## config.mk

```make
export PLATFORM = sky130hd
export DESIGN_NAME = uart_cmd_ctrl
export DESIGN_NICKNAME = d
export VERILOG_FILES = /design/src/rtl/uart_cmd_pkg.sv /design/src/rtl/uart_cmd_ctrl.sv
export SDC_FILE = /design/constraint.sdc
export NUM_CORES = 1
export LEC_CHECK = 0
export ABC_AREA = 1
export CORE_MARGIN = 1
export CORE_UTILIZATION = 40
export DETAILED_ROUTE_END_ITERATION = 6
export PLACE_DENSITY = 0.71
export REMOVE_ABC_BUFFERS = 1
export SYNTH_ARGS = -nofsm -noshare
export SYNTH_HDL_FRONTEND = slang
export SYNTH_SLANG_ARGS = --single-unit
```

## constraint.sdc

```tcl
create_clock -name sys_clk -period 3.72 [get_ports sys_clk]
set_input_delay 0.744 -clock sys_clk [delete_from_list [all_inputs] [get_ports sys_clk]]
set_output_delay 0.744 -clock sys_clk [all_outputs]
set_load 0.1 [all_outputs]
```

## src/rtl/uart_cmd_pkg.sv

```systemverilog
// Shared types and constants for the UART command-frame decoder.
package uart_cmd_pkg;

  typedef enum logic [2:0] {
    S_IDLE = 3'd0,
    S_ADDR = 3'd1,
    S_DHI  = 3'd2,
    S_DLO  = 3'd3,
    S_CHK  = 3'd4
  } state_t;

  localparam logic [7:0] HEADER_DEFAULT = 8'hA5;
  localparam int         FRAME_LEN      = 5;

endpackage

```

## src/rtl/uart_cmd_ctrl.sv

```systemverilog
// Decodes 5-byte UART frames (HEADER ADDR DHI DLO CHK) into register-write strobes.
// Optional inter-byte timeout enabled by defining UART_CMD_TIMEOUT_EN.
//
// state  | meaning
// S_IDLE | waiting for HEADER, other bytes dropped
// S_ADDR | expecting address byte
// S_DHI  | expecting data high byte
// S_DLO  | expecting data low byte
// S_CHK  | expecting checksum byte
module uart_cmd_ctrl
  import uart_cmd_pkg::*;
#(
  parameter int         UART_BPS = 'd9600,
  parameter int         CLK_FREQ = 'd50_000_000,
  parameter logic [7:0] HEADER   = HEADER_DEFAULT
) (
  input  logic        sys_clk,
  input  logic        sys_rst_n,
  input  logic [7:0]  pi_data,
  input  logic        pi_flag,
  output logic        wr_en,
  output logic [7:0]  wr_addr,
  output logic [15:0] wr_data,
  output logic        err_flag,
  output logic        busy
);

  state_t      state, state_nxt;
  logic [7:0]  csum, csum_nxt;
  logic [7:0]  addr_r, addr_nxt;
  logic [7:0]  dhi_r, dhi_nxt;
  logic [7:0]  dlo_r, dlo_nxt;
  logic        wr_en_nxt, err_nxt;
  logic [7:0]  wr_addr_nxt;
  logic [15:0] wr_data_nxt;

  assign busy = (state != S_IDLE);

`ifdef UART_CMD_TIMEOUT_EN
  localparam int TIMEOUT_MAX = (CLK_FREQ / UART_BPS) * 20;
  logic [19:0] tcnt;
  logic        timeout_hit;

  assign timeout_hit = busy && (tcnt == 20'(TIMEOUT_MAX - 1));

  always_ff @(posedge sys_clk) begin
    if (!sys_rst_n)                    tcnt <= '0;
    else if (pi_flag || !busy || timeout_hit) tcnt <= '0;
    else                               tcnt <= tcnt + 20'd1;
  end
`else
  logic unused_cfg;
  assign unused_cfg = ^{32'(CLK_FREQ), 32'(UART_BPS)};
`endif

  always_ff @(posedge sys_clk) begin
    if (!sys_rst_n) begin
      state    <= S_IDLE;
      csum     <= '0;
      addr_r   <= '0;
      dhi_r    <= '0;
      dlo_r    <= '0;
      wr_en    <= 1'b0;
      err_flag <= 1'b0;
      wr_addr  <= '0;
      wr_data  <= '0;
    end else begin
      state    <= state_nxt;
      csum     <= csum_nxt;
      addr_r   <= addr_nxt;
      dhi_r    <= dhi_nxt;
      dlo_r    <= dlo_nxt;
      wr_en    <= wr_en_nxt;
      err_flag <= err_nxt;
      wr_addr  <= wr_addr_nxt;
      wr_data  <= wr_data_nxt;
    end
  end

  always_comb begin
    state_nxt   = state;
    csum_nxt    = csum;
    addr_nxt    = addr_r;
    dhi_nxt     = dhi_r;
    dlo_nxt     = dlo_r;
    wr_en_nxt   = 1'b0;
    err_nxt     = 1'b0;
    wr_addr_nxt = wr_addr;
    wr_data_nxt = wr_data;
    // A byte arriving together with a timeout takes priority
    if (pi_flag) begin
      case (state)
        S_IDLE: if (pi_data == HEADER) begin
          state_nxt = S_ADDR;
          csum_nxt  = '0;
        end
        S_ADDR: begin
          addr_nxt  = pi_data;
          csum_nxt  = csum + pi_data;
          state_nxt = S_DHI;
        end
        S_DHI: begin
          dhi_nxt   = pi_data;
          csum_nxt  = csum + pi_data;
          state_nxt = S_DLO;
        end
        S_DLO: begin
          dlo_nxt   = pi_data;
          csum_nxt  = csum + pi_data;
          state_nxt = S_CHK;
        end
        S_CHK: begin
          state_nxt = S_IDLE;
          if (pi_data == csum) begin
            wr_en_nxt   = 1'b1;
            wr_addr_nxt = addr_r;
            wr_data_nxt = {dhi_r, dlo_r};
          end else begin
            err_nxt = 1'b1;
          end
        end
        default: state_nxt = S_IDLE;
      endcase
    end
`ifdef UART_CMD_TIMEOUT_EN
    else if (timeout_hit) begin
      state_nxt = S_IDLE;
      err_nxt   = 1'b1;
    end
`endif
  end

endmodule
```

==> results.yml <==
power:
  p_leak_nw: 1.68
  finalPower_mw: 1.54
  irDropWorstVdd_uv: 204
  power.density_nw_per_um2: 459
global_route:
  grt_pass1_wl_um: 9910
  grt_pass1_vias: 2206
  grt_usage_pct: 17.7
  antenna_found_initial: 0
  grt_max_degree: 28
  grt-ovfl-total: 0
timing:
  period_minus_slack_ps: 2680
  setup_viol: 0
  clock_skew_ps: 6.85
  finalCritPeriodShare_pct: 71.9
  fin_tns_setup_ps: 0
  tightestPinTransition_ps: 968
  drv_slew: 0
  relSlewSlack_pct: 35.3
  rsz0062_at_grt: "false"
  timing.fmax_ghz: 0.374
  hold_violations: 0
cts:
  cts.sinks: 61
  path_clk_slew_ps: 60
  h-tree-depth: 3
  cts_tree: "built"
  insertion_delay_ps: 330
  cts_resized: 0
  cts-hold-fix-buffers: 0
  numCtsBuffers: 9
  root_buffer: "clkbuf_8"
  clock_path_buffers: 2
  post_cts_buffers: 0
route:
  drt_iter0_drc: 99
  wl_per_cell_um: 11.2
  drc: 0
  wl_met2_um: 2600
  ant_nets: 0
  vias: 2395
  dr_wl_met3_um: 254
  dr.pass1.iters: 4
  dr.max_layer_used: "met4"
  wl_met1_um: 2830
  wirelength_um: 5760
  viasPerCell: 4.65
worst_setup_path:
  cp-start-kind: "input pin"
  crit_start: "pi_data[4]"
  cp.arrival_ps: 2940
  cp_max_fo: 26
  r2r_start: "csum[3]$_SDFFE_PN0P_"
  end_kind: "flip-flop"
  required_ps: 3990
  crit_type: "in -> reg"
hold_path:
  min_from: "csum[6]$_SDFFE_PN0P_"
  hold_path.class: "reg -> reg"
synthesis:
  ys_ff_latch: 61
  synth_top_area_share_pct: 45.7
  yosys.area.top_type: "dfxtp_1"
  syn_avg_cell_area_um2: 6.77
  yosys_warnings: 0
  synth.cell_area_um2: 2670
  synthTopCellsByArea: "dfxtp_1 (46%), nor2_1 (14%), nand2_1 (14%)"
  ys_seq_area_share_pct: 45.7
  synth.distinct_cells: 19
  synth_cells: 395
placement:
  gp_congestion: 0.893
  hpwl_um: 4100
  io_buffers: 37
run_status:
  status: "finished clean"
final_layout:
  final_cell_mix: "nor2_1 (103), nand2_1 (98), dfxtp_1 (61)"
  insertedDiodeCount: 0
  layout_commonest_cell: "nor2_1"
  layout-drive-gt1-share_pct: 5.25
  fin_nets: 453
  syn_to_final_growth_pct: 25.0
floorplan:
  die_width_um: 83.8
  ios: 38
  floorplan.initialDensity_pct: 41.9
  die_h_um: 83.8
  rows: 29
  core_um2: 6390
  die_area_um2: 7020
flow_run:
  max_cap_viol_count: 0
[flip-flops by register name (all words and copies together), names as in the netlist]
signal / cells
wr_data: 16
addr_r: 8
csum: 8
dhi_r: 8
dlo_r: 8
wr_addr: 8
state: 3
err_flag: 1
wr_en: 1
[cell type report]
cell class / instances / area (µm²)
clock buffers: 12 / 165
inverters: 51 / 191
fillers: 637 / 3040
multi-input cells: 270 / 1190
repair buffers: 41 / 410
clock inverters: 3 / 67.6
flip-flops and latches: 61 / 1220
well taps: 77 / 96.3
[kinds of logic (layout without fill, tap and decap cells)]
group	Yosys count	in the layout	share of synthesized area, %
buf+inv	64	107	9.78
flops	61	61	45.7
simple gates	215	215	31.2
xor+xnor	4	4	1.31
compound gates	43	43	8.05
fa+ha+maj	8	8	4.02
[per-layer routing]
layer | GRT usage (%) | vias up
met5 | 0 | -
met4 | 7.55 | 0
met3 | 4.85 | 10
met2 | 27.9 | 52
met1 | 22.6 | 1055
li1 | - | 1278
[where the power goes]
group          leakage, nW  switching [mW]  total, mW  internal [mW]
combinational         1.07           0.115      0.174         0.0584
clock                0.115           0.249      0.677          0.428
sequential           0.493          0.0117      0.685          0.674
[critical path, cell delays in order]
cell and delay (ps):
clkdlybuf4s50_1 550, ha_1 420, nor2_1 120, nand2_1 70, nor3b_2 230, nand2_2 300
buf_12 270, nand2_1 60, nand2_1 50, nor2_1 110
[through the flow]
step | worst slack, ps | utilization (%) | hold slack [ps] | instance area, µm² | instances
2_1_floorplan | 1520 | - | 445 | 2600 | 382
3_3_place_gp | 722 | 48.7 | 452 | 3110 | 500
3_5_place_dp | 692 | 48.7 | 462 | 3110 | 500
4_1_cts | 1040 | 52.4 | 472 | 3340 | 515
5_1_grt | 884 | 52.4 | 483 | 3340 | 515
6_report | 1040 | 52.4 | 471 | 3340 | 515
[worst paths after layout]
path	endpoint	slack [ps]	cells after the start
setup / recovery	wr_data[9]$_SDFFE_PN0P_	1040	10
hold / removal	csum[6]$_SDFFE_PN0P_	470	2
setup reg to reg	wr_data[9]$_SDFFE_PN0P_	1760	8
hold reg to reg	csum[6]$_SDFFE_PN0P_	470	2
[synth_stat cells]
library cell / number
ha_1: 7
a21oi_1: 18
inv_1: 48
dfxtp_1: 61
clkbuf_1: 6
buf_6: 2
clkinv_1: 2
nand2_2: 1
nor3b_2: 1
xnor2_1: 1
nand2_1: 98
nor2_1: 103
inv_2: 1
xor2_1: 3
buf_2: 5
o21ai_0: 25
nor3_1: 4
nand3_1: 8
fa_1: 1
(Power assumes the default switching activity.)
